==> src/rtl/muldiv_unit_if.sv <==
`default_nettype none
// ============================================================================
//  Module      : muldiv_unit_if
//  Description : Request/response bundle for the iterative multiply/divide
//                unit. The requester side (pipeline) uses the master modport;
//                the muldiv_unit uses the slave modport.
//                Also provides the shared ALU_* op-code defines when the
//                surrounding design has not already supplied them.
//  Signals     : start   - request strobe (sampled only while idle)
//                op      - 5-bit ALU op code
//                a, b    - rs1 / rs2 operands
//                flush   - abort in-flight operation
//                busy    - unit not idle
//                done    - one-cycle completion pulse
//                result  - final value, held until the next completion/reset
//                illegal - qualifies done: op code was not supported
//  Revision    : 1.0 - initial release
// ============================================================================

`ifndef ALU_MUL
`define ALU_MUL    5'd16
`define ALU_MULH   5'd17
`define ALU_MULHSU 5'd18
`define ALU_MULHU  5'd19
`define ALU_DIV    5'd20
`define ALU_DIVU   5'd21
`define ALU_REM    5'd22
`define ALU_REMU   5'd23
`endif

interface muldiv_unit_if;
    logic        start;
    logic [4:0]  op;
    logic [31:0] a;
    logic [31:0] b;
    logic        flush;
    logic        busy;
    logic        done;
    logic [31:0] result;
    logic        illegal;

    modport master (
        output start, op, a, b, flush,
        input  busy, done, result, illegal
    );

    modport slave (
        input  start, op, a, b, flush,
        output busy, done, result, illegal
    );
endinterface

`default_nettype wire

==> src/rtl/muldiv_unit.sv <==
`default_nettype none
// ============================================================================
//  Module      : muldiv_unit
//  Description : Iterative RV32M multiply/divide unit. Multiplies with a
//                32-step shift-add on operand magnitudes; divides with a
//                32-step restoring divider on magnitudes. Signs are applied
//                once the iterations finish. Divide-by-zero, signed overflow
//                and unsupported op codes complete in a single cycle.
//  Ports       : clk  - clock, rising edge
//                rst  - synchronous active-high reset
//                bus  - muldiv_unit_if.slave request/response bundle
//  Config      : MULDIV_DIV_EN - when defined, DIV/DIVU/REM/REMU are built;
//                otherwise those codes complete as illegal ops.
//  Revision    : 1.0 - initial release
// ============================================================================

`ifndef ALU_MUL
`define ALU_MUL    5'd16
`define ALU_MULH   5'd17
`define ALU_MULHSU 5'd18
`define ALU_MULHU  5'd19
`define ALU_DIV    5'd20
`define ALU_DIVU   5'd21
`define ALU_REM    5'd22
`define ALU_REMU   5'd23
`endif

module muldiv_unit (
    input  logic         clk,
    input  logic         rst,
    muldiv_unit_if.slave bus
);

    localparam logic [1:0] S_IDLE = 2'd0;
    localparam logic [1:0] S_MUL  = 2'd1;
`ifdef MULDIV_DIV_EN
    localparam logic [1:0] S_DIV  = 2'd2;
`endif
    localparam logic [1:0] S_DONE = 2'd3;

    localparam logic [4:0] C_LAST_ITER = 5'd31;

    // ------------------------------------------------------------------
    // State
    // ------------------------------------------------------------------
    logic [1:0]  state_q,   state_d;
    logic [4:0]  cnt_q,     cnt_d;
    logic [31:0] mcand_q,   mcand_d;    // multiplicand or divisor magnitude
    logic [63:0] prod_q,    prod_d;     // {acc/remainder, multiplier/quotient}
    logic        neg_q,     neg_d;      // negate the selected result at the end
    logic        res_hi_q,  res_hi_d;   // deliver upper half of prod_q
    logic        ill_q,     ill_d;      // pending illegal flag for this request
    logic [31:0] result_q,  result_d;
    logic        done_q,    done_d;
    logic        illegal_q, illegal_d;
`ifdef MULDIV_DIV_EN
    logic        div_op_q,  div_op_d;   // sign fix is 32-bit for divide ops
`endif

    // ------------------------------------------------------------------
    // Op decode of the incoming request
    // ------------------------------------------------------------------
    logic w_is_mul;
    logic w_a_signed;
    logic w_b_signed;
    logic w_take_hi;
`ifdef MULDIV_DIV_EN
    logic w_is_div;
    logic w_is_rem;
    logic w_ovf;
`endif

    always_comb begin
        w_is_mul   = 1'b0;
        w_a_signed = 1'b0;
        w_b_signed = 1'b0;
        w_take_hi  = 1'b0;
`ifdef MULDIV_DIV_EN
        w_is_div   = 1'b0;
        w_is_rem   = 1'b0;
`endif
        case (bus.op)
            `ALU_MUL: begin
                w_is_mul = 1'b1;
            end
            `ALU_MULH: begin
                w_is_mul   = 1'b1;
                w_a_signed = 1'b1;
                w_b_signed = 1'b1;
                w_take_hi  = 1'b1;
            end
            `ALU_MULHSU: begin
                w_is_mul   = 1'b1;
                w_a_signed = 1'b1;
                w_take_hi  = 1'b1;
            end
            `ALU_MULHU: begin
                w_is_mul  = 1'b1;
                w_take_hi = 1'b1;
            end
`ifdef MULDIV_DIV_EN
            `ALU_DIV: begin
                w_is_div   = 1'b1;
                w_a_signed = 1'b1;
                w_b_signed = 1'b1;
            end
            `ALU_DIVU: begin
                w_is_div = 1'b1;
            end
            `ALU_REM: begin
                w_is_div   = 1'b1;
                w_is_rem   = 1'b1;
                w_a_signed = 1'b1;
                w_b_signed = 1'b1;
            end
            `ALU_REMU: begin
                w_is_div = 1'b1;
                w_is_rem = 1'b1;
            end
`endif
            default: ;
        endcase
    end

    logic        w_a_neg;
    logic        w_b_neg;
    logic [31:0] w_a_mag;
    logic [31:0] w_b_mag;

    assign w_a_neg = w_a_signed & bus.a[31];
    assign w_b_neg = w_b_signed & bus.b[31];
    assign w_a_mag = w_a_neg ? (~bus.a + 32'd1) : bus.a;
    assign w_b_mag = w_b_neg ? (~bus.b + 32'd1) : bus.b;

`ifdef MULDIV_DIV_EN
    // Only the signed forms can overflow; both divide and remainder care.
    assign w_ovf = w_a_signed && (bus.a == 32'h8000_0000) && (bus.b == 32'hFFFF_FFFF);
`endif

    // ------------------------------------------------------------------
    // Datapath steps
    // ------------------------------------------------------------------
    // Shift-add: add multiplicand into the upper half when the current
    // multiplier LSB is set, then shift the 65-bit {carry,acc,mplier} right.
    logic [32:0] w_add;
    logic [63:0] w_mul_step;

    assign w_add      = {1'b0, prod_q[63:32]} + {1'b0, mcand_q};
    assign w_mul_step = prod_q[0] ? {w_add, prod_q[31:1]} : {1'b0, prod_q[63:1]};

`ifdef MULDIV_DIV_EN
    // Restoring divide: shift the next dividend bit into the remainder and
    // keep the trial difference when it does not borrow. The remainder stays
    // below the divisor, so the shifted value never needs more than 33 bits.
    logic [32:0] w_shift;
    logic [32:0] w_diff;
    logic [63:0] w_div_step;

    assign w_shift    = {prod_q[63:32], prod_q[31]};
    assign w_diff     = w_shift - {1'b0, mcand_q};
    assign w_div_step = w_diff[32] ? {w_shift[31:0], prod_q[30:0], 1'b0}
                                   : {w_diff[31:0],  prod_q[30:0], 1'b1};
`endif

    // Final sign fix. Multiplies negate the full 64-bit product before
    // selecting a half; divides negate only the selected 32-bit half.
    logic [63:0] w_prod_neg;
    logic [31:0] w_sel;
    logic [31:0] w_final;

    assign w_prod_neg = ~prod_q + 64'd1;
    assign w_sel      = res_hi_q ? prod_q[63:32] : prod_q[31:0];

    always_comb begin
        w_final = w_sel;
        if (neg_q) begin
            w_final = res_hi_q ? w_prod_neg[63:32] : w_prod_neg[31:0];
`ifdef MULDIV_DIV_EN
            if (div_op_q) begin
                w_final = ~w_sel + 32'd1;
            end
`endif
        end
    end

    // ------------------------------------------------------------------
    // Next-state logic
    // ------------------------------------------------------------------
    always_comb begin
        state_d   = state_q;
        cnt_d     = cnt_q;
        mcand_d   = mcand_q;
        prod_d    = prod_q;
        neg_d     = neg_q;
        res_hi_d  = res_hi_q;
        ill_d     = ill_q;
        result_d  = result_q;
        done_d    = 1'b0;
        illegal_d = 1'b0;
`ifdef MULDIV_DIV_EN
        div_op_d  = div_op_q;
`endif

        case (state_q)
            S_IDLE: begin
                if (bus.start && !bus.flush) begin
                    cnt_d    = 5'd0;
                    neg_d    = 1'b0;
                    ill_d    = 1'b0;
                    res_hi_d = 1'b0;
                    mcand_d  = w_a_mag;
                    prod_d   = {32'd0, w_b_mag};
`ifdef MULDIV_DIV_EN
                    div_op_d = 1'b0;
`endif
                    if (w_is_mul) begin
                        state_d  = S_MUL;
                        neg_d    = w_a_neg ^ w_b_neg;
                        res_hi_d = w_take_hi;
                    end
`ifdef MULDIV_DIV_EN
                    else if (w_is_div) begin
                        div_op_d = 1'b1;
                        // Fast-path values are parked in the low half with
                        // no sign fix, so DONE delivers them unchanged.
                        if (bus.b == 32'd0) begin
                            state_d = S_DONE;
                            prod_d  = {32'd0, (w_is_rem ? bus.a : 32'hFFFF_FFFF)};
                        end else if (w_ovf) begin
                            state_d = S_DONE;
                            prod_d  = {32'd0, (w_is_rem ? 32'd0 : 32'h8000_0000)};
                        end else begin
                            state_d  = S_DIV;
                            mcand_d  = w_b_mag;
                            prod_d   = {32'd0, w_a_mag};
                            neg_d    = w_is_rem ? w_a_neg : (w_a_neg ^ w_b_neg);
                            res_hi_d = w_is_rem;
                        end
                    end
`endif
                    else begin
                        state_d = S_DONE;
                        prod_d  = 64'd0;
                        ill_d   = 1'b1;
                    end
                end
            end

            S_MUL: begin
                prod_d = w_mul_step;
                cnt_d  = cnt_q + 5'd1;
                if (cnt_q == C_LAST_ITER) begin
                    state_d = S_DONE;
                end
            end

`ifdef MULDIV_DIV_EN
            S_DIV: begin
                prod_d = w_div_step;
                cnt_d  = cnt_q + 5'd1;
                if (cnt_q == C_LAST_ITER) begin
                    state_d = S_DONE;
                end
            end
`endif

            S_DONE: begin
                // Result and flags are registered on the way out, so the
                // done pulse appears in the cycle after DONE.
                state_d   = S_IDLE;
                result_d  = w_final;
                done_d    = 1'b1;
                illegal_d = ill_q;
            end

            default: begin
                state_d = S_IDLE;
            end
        endcase

        // A kill drops the operation without touching the visible result.
        if ((state_q != S_IDLE) && bus.flush) begin
            state_d   = S_IDLE;
            result_d  = result_q;
            done_d    = 1'b0;
            illegal_d = 1'b0;
        end
    end

    // ------------------------------------------------------------------
    // Registers
    // ------------------------------------------------------------------
    always_ff @(posedge clk) begin
        if (rst) begin
            state_q   <= S_IDLE;
            cnt_q     <= 5'd0;
            mcand_q   <= 32'd0;
            prod_q    <= 64'd0;
            neg_q     <= 1'b0;
            res_hi_q  <= 1'b0;
            ill_q     <= 1'b0;
            result_q  <= 32'd0;
            done_q    <= 1'b0;
            illegal_q <= 1'b0;
`ifdef MULDIV_DIV_EN
            div_op_q  <= 1'b0;
`endif
        end else begin
            state_q   <= state_d;
            cnt_q     <= cnt_d;
            mcand_q   <= mcand_d;
            prod_q    <= prod_d;
            neg_q     <= neg_d;
            res_hi_q  <= res_hi_d;
            ill_q     <= ill_d;
            result_q  <= result_d;
            done_q    <= done_d;
            illegal_q <= illegal_d;
`ifdef MULDIV_DIV_EN
            div_op_q  <= div_op_d;
`endif
        end
    end

    assign bus.busy    = (state_q != S_IDLE);
    assign bus.done    = done_q;
    assign bus.result  = result_q;
    assign bus.illegal = illegal_q;

endmodule

`default_nettype wire

==> src/flat_wrapper.sv <==
// flat-port wrapper written by rule: the top's interface ports become plain ports
module muldiv_unit_flat 
  (clk, rst, bus_start, bus_op, bus_a, bus_b, bus_flush, bus_busy, bus_done, bus_result, bus_illegal);
  muldiv_unit_if bus_i ();
  input  logic clk;
  input  logic rst;
  input wire logic [$bits(bus_i.start)-1:0] bus_start;
  input wire logic [$bits(bus_i.op)-1:0] bus_op;
  input wire logic [$bits(bus_i.a)-1:0] bus_a;
  input wire logic [$bits(bus_i.b)-1:0] bus_b;
  input wire logic [$bits(bus_i.flush)-1:0] bus_flush;
  output wire logic [$bits(bus_i.busy)-1:0] bus_busy;
  output wire logic [$bits(bus_i.done)-1:0] bus_done;
  output wire logic [$bits(bus_i.result)-1:0] bus_result;
  output wire logic [$bits(bus_i.illegal)-1:0] bus_illegal;
  assign bus_i.start = bus_start;
  assign bus_i.op = bus_op;
  assign bus_i.a = bus_a;
  assign bus_i.b = bus_b;
  assign bus_i.flush = bus_flush;
  assign bus_busy = bus_i.busy;
  assign bus_done = bus_i.done;
  assign bus_result = bus_i.result;
  assign bus_illegal = bus_i.illegal;
  muldiv_unit u_core (.clk(clk), .rst(rst), .bus(bus_i));
endmodule
==> config.mk <==
export PLATFORM = sky130hd
export DESIGN_NAME = muldiv_unit_flat
export DESIGN_NICKNAME = d
export VERILOG_FILES = /design/src/rtl/muldiv_unit_if.sv /design/src/rtl/muldiv_unit.sv /design/src/flat_wrapper.sv
export SDC_FILE = /design/constraint.sdc
export NUM_CORES = 1
export LEC_CHECK = 0
export ABC_AREA = 1
export CORE_UTILIZATION = 35
export DETAILED_ROUTE_END_ITERATION = 16
export SYNTH_ARGS = -nofsm -noshare
export SYNTH_HDL_FRONTEND = slang
export SYNTH_SLANG_ARGS = --single-unit
export TNS_END_PERCENT = 100
==> constraint.sdc <==
create_clock -name clk -period 6.67 [get_ports clk]
set_input_delay 1.334 -clock clk [delete_from_list [all_inputs] [get_ports clk]]
set_output_delay 1.334 -clock clk [all_outputs]
set_load 0.05 [all_outputs]
* Word-level counts from Yosys, hierarchy flattened
Cells that the tools add are included.
** Storage, ports and cells
- Register bits after elaboration :: 140
- Logic and storage cells :: 70
- Output and inout port bits :: 35
- Input bits :: 73
** Cells by class
- Equality and inequality tests :: 9
- Reductions and logical operators :: 15
- Add/subtract/negate cells :: 5
- Mux-type cells :: 23
- Bitwise gates (word level) :: 8
** Operators by type and width (count)
- $mux 32 :: 6
- $mux 64 :: 2
- $pmux 64 s2 :: 1
- $add 32x1->32 const B :: 2
- $add 64x1->64 const B :: 1
- $not 32->32 :: 2
- $not 64->64 :: 1
- $add 32x32->33 :: 1
- $eq 5x5->1 const B :: 5
- $pmux 5 s2 :: 1
- $mux 1 :: 8
- $reduce_and 2->1 :: 4
- $mux 2 :: 3
- $reduce_or 3->1 :: 2
- $add 5x1->5 const B :: 1
- $mux 5 :: 1
- $ne 2x1->1 const B :: 2
- $pmux 2 s2 :: 1
- $reduce_bool 2->1 :: 2
- $reduce_or 2->1 :: 2
- $reduce_or 4->1 :: 1
- $and 1x1->1 :: 2
- $eq 2x1->1 const B :: 1
- $eq 2x2->1 const B :: 1
- other kinds (5) :: 7

* Depth between registers and ports, before layout
- Depth in word-level cells :: 7
- Gate-level depth with buffers :: 17
- Depth with buffers taken out :: 15

* Worst setup path after synthesis
No wires, ideal clock.
- Kind :: input-to-reg
- Start :: input port bus_a[0]
- End :: register u_core.mcand_q[18]
- Slack :: 4.003 ns
- Path buffers :: 0
- Cell stages on the path :: 11
- Arrival :: 2.551 ns
- Cell sequence :: inv_1 -> ha_1 -> nand3_1 -> nor3_2 -> nand3_1 -> nand2_1 -> nand2_1 -> a21oi_1 -> o21ai_1 -> o211ai_1 -> inv_1
** Between the ends
- Longest elaborated chain between the ends :: 3
** RTL lines
- start: declaration :: RTL line flat_wrapper.sv:9 : input wire logic [$bits(bus_i.a)-1:0] bus_a;
- $not 32->32 :: RTL line muldiv_unit.sv:132 : assign w_a_mag = w_a_neg ? (~bus.a + 32'd1) : bus.a;
- $add 32x1->32 :: RTL line muldiv_unit.sv:132
- $mux 32 :: RTL line muldiv_unit.sv:132
- end signal: assignment :: RTL line muldiv_unit.sv:311 : mcand_q <= mcand_d;
- end: declaration :: RTL line muldiv_unit.sv:48 : logic [31:0] mcand_q, mcand_d;
Every way passes these cells.
A chain may end at the register's enable or synchronous reset.

* Worst setup path in the final report
- Start :: input port bus_op[3]
- End :: register u_core.mcand_q[30]
** Between the ends
- Longest elaborated chain between the ends :: 5
- Elaborated cells on any way between the ends :: 6
- Those cells by class :: 2 x eq/ne; 2 x mux; 1 x bitwise; 1 x reduce/logical
** RTL lines
- start: declaration :: RTL line flat_wrapper.sv:8 : input wire logic [$bits(bus_i.op)-1:0] bus_op;
- $eq 5x5->1 :: RTL line muldiv_unit.sv:82 : case (bus.op)
- $reduce_or 2->1 (no source line) *
- $mux 1 * :: RTL line muldiv_unit.sv:82
- $and 1x1->1 * :: RTL line muldiv_unit.sv:130 : assign w_a_neg = w_a_signed & bus.a[31];
- $mux 32 * :: RTL line muldiv_unit.sv:132
Mark *: on every way between the ends. The rest lies on a longest branch, timed or not.

==> reports/qor.txt <==
Die X: 195 um
nets@finish: 2,518
Synth async-reset ratio: 0
crit path capture type: register
Seq/Total Area, Yosys: 0.216
clock net sink count: 140
Area Overhead vs Synth: 15.3%
die height: 195 um
Final min period: 3.22 ns
Max FO, Critical Path: 26
Clock power frac: 0.388
initial antenna violation count: 0
Yosys reg bits: 140
DP Worst Slack: 2.99 ns
CTS hold repair buffers: 0
Pleak: 7.21 nW
Primary FF master, synth: dfxtp_1
PwrDens: 158 nW/um2
Synth Area in Compound Gates: 0.173
Data required, critical path: 7.03 ns
Reg clk slew, reported paths: 0.07 ns
multiplexer share of the synthesized area: 0
Synth Area in XOR/XNOR: 0.0216
run status: finished clean
Placeable Area: 36,600 um2
Fin Hold WS: 0.463 ns
storage element area: 2800 um2
final period utilization: 0.482
skew final: 0.00720 ns
Starting Density: 0.355
worst vdd ir: 0.169 mV
post-route ant nets: 0
die area: 37,900 um2
gr usage total: 0.277
PostCTS Resize Cnt: 0
largest net degree at the start of global routing: 99
HP Class: register to register
setup_tns: 0 ns
htree depth: 4
sw frac: 0.349
maximum clock rate: 311 MHz
Arrival @ worst endpoint: 3.58 ns
Mapped Cells: 2,344
largest family of logic cells by synthesized area: simple AND/OR/NAND/NOR gates
proportion of layout cells with a drive suffix above 1: 0.0512
CTS root buf: clkbuf_16
syn avg cell area: 5.55 um2
post-synth cell types: 53
Starting DRT DRC Count: 1,090
# Post-CTS Setup Buffers: 0
Int Power: 1.54 mW
drt drc: 0
max-slew violations: 0
crit path launch type: input pin
dpl hpwl: 41,300 um
sequential share of power: 0.371
first-pass GRT wire length: 80,900 um
# diodes: 0
r2r setup slk: 3.64 ns
Worst Tran Pin Value: 1.17 ns
Num CTS Buffers: 17
via count: 15.0k
Worst-Skew Late Latency: 0.46 ns
PortBufs: 107
Simple-Gate Fraction of Synth Area: 0.426
Synth Area in Adders: 0.0372
fillcell total: 4,212
DRT Pass-1 Iters: 6
Post-Syn Area: 13,000 um2
area share of the largest cell type after synthesis: 0.216
Worst Slack Setup Final: 3.45 ns
number of flops mapped to enable cells by yosys: 0
I/O Pins: 108
Relative slew margins: 0.221
DR vias/cell: 5.20
total gr overflow: 0
Psw: 0.824 mW
vias in the first global route: 14.3k
final wirelength: 51,900 um
WL per Instance: 18.0 um
MaxCap Viol Count: 0
top cell type by total area after synthesis: dfxtp_1
row count: 70
CTS tree: built
Syn Nets: 2,455
GPL Wtd Cong: 0.996
Final Hold Vio Count: 0
Setup Crit Path Kind: input pin to register
unrepaired setup endpoints after global routing: no
multi-input logic area: 8560 um2
ranking of synthesized cells by area: dfxtp_1 22%, nand2_1 21%, inv_1 9.9%, nor2_1 8.0%, nand3_1 7.1%
final count of negative-setup-slack endpoints: 0
Logic pwr share: 0.240
CTS max path bufs: 2
synthesis warning total: 0
kinds of logic (layout without fill, tap and decap cells):
group,after synthesis,in the layout
AOI/OAI and AO/OA,410,410
xor gates and xnor gates,32,32
and+or+nand+nor,1295,1295
buffers and inverters,429,505
DFF,140,140
adders and majority gates,38,38
registers in the layout, summed over array words and instances (netlist names):
signal / cells
u_core.state_q: 2
u_core.cnt_q: 5
u_core.bus.result: 32
u_core.bus.done: 1
u_core.bus.illegal: 1
u_core.mcand_q: 32
u_core.ill_q: 1
u_core.neg_q: 1
u_core.prod_q: 64
u_core.res_hi_q: 1
cells in the mapped netlist, drive strengths merged, types with 18 or more instances:
cell / number
a21oi: 191
buf: 26
clkbuf: 51
dfxtp: 140
ha: 37
inv: 351
nand2: 724
nand3: 188
nand4: 20
nor2: 312
nor3: 26
o211ai: 18
o21ai: 143
o22ai: 20
xor2: 26
worst max-delay path: stages:
cell             delay [ns]
clkdlybuf4s50_1        0.40
nor2_1                 0.17
nand2_2                0.16
nor2_4                 0.53
inv_2                  0.34
nor2_1                 0.20
a21oi_1                0.08
nand4_1                0.11
nand3_1                0.10
nand2_1                0.08
inv_1                  0.04
through the flow:
step | utilization | instances | instance area [um2] | power, mW
after floorplan | - | 2344 | 13000 | 1.27
after global placement | 0.394 | 2856 | 14400 | 1.45
after detailed placement | 0.394 | 2856 | 14400 | 1.46
after CTS | 0.409 | 2888 | 15000 | 2.37
after global routing | 0.409 | 2888 | 15000 | 2.48
final | 0.409 | 2888 | 15000 | 2.36
final cells by class:
| type | instances | area share |
|---|---|---|
| repair buffers | 121 | 0.0783 |
| inverters | 352 | 0.0881 |
| clock inverters | 14 | 0.00735 |
| well taps | 468 | 0.0391 |
| clock buffers | 18 | 0.0293 |
| flip-flops and latches | 140 | 0.187 |
| multi-input cells | 1775 | 0.571 |
placed cells by master, fill, tap and decap left out, types with 5 or more instances in the layout:
master | netlist | routed
ha_1 | 37 | 37
nand4_1 | 19 | 19
clkdlybuf4s50_1 | 0 | 106
a31oi_1 | 17 | 17
o221ai_1 | 9 | 9
a21oi_2 | 8 | 8
clkbuf_16 | 0 | 17
xnor2_1 | 6 | 6
o211ai_1 | 18 | 18
inv_2 | 8 | 8
nand2_2 | 7 | 7
nand2_1 | 713 | 713
o21ai_1 | 7 | 7
nor2_4 | 14 | 15
a21oi_1 | 183 | 183
inv_1 | 343 | 342
nor2_2 | 19 | 19
o21ai_0 | 135 | 135
or2_2 | 6 | 6
o22ai_1 | 20 | 20
nand3_1 | 185 | 185
dfxtp_1 | 140 | 139
and2_1 | 6 | 6
buf_4 | 1 | 15
nand3b_1 | 5 | 5
xor2_1 | 26 | 26
nor2_1 | 277 | 276
nor3_1 | 24 | 24
layer usage:
metal,vias to the layer above,global-route usage,share of wire
met4,0,0.121,0.041
met2,429,0.484,0.48
met5,-,0,0
met1,6862,0.343,0.44
met3,110,0.0286,0.040
li1,7621,-,-
final timing paths:
check	start	endpoint	depth (start not counted)
max	bus_op[3]	u_core.mcand_q[30]	11
min	u_core.bus.result[4]	u_core.bus.result[4]	2
max reg2reg	u_core.prod_q[0]	u_core.bus.result[22]	17
min reg2reg	u_core.bus.result[4]	u_core.bus.result[4]	2
power groups by stage:
| stage | registers (mW) | logic (mW) | clock network [mW] |
|---|---|---|---|
| global route | 0.879 | 0.636 | 0.966 |
| CTS | 0.877 | 0.564 | 0.932 |
| finish | 0.877 | 0.568 | 0.917 |
| global placement | 0.895 | 0.558 | 0 |
| floorplan | 0.887 | 0.382 | 0 |
| detailed placement | 0.896 | 0.561 | 0 |
(Power assumes the default switching activity.)
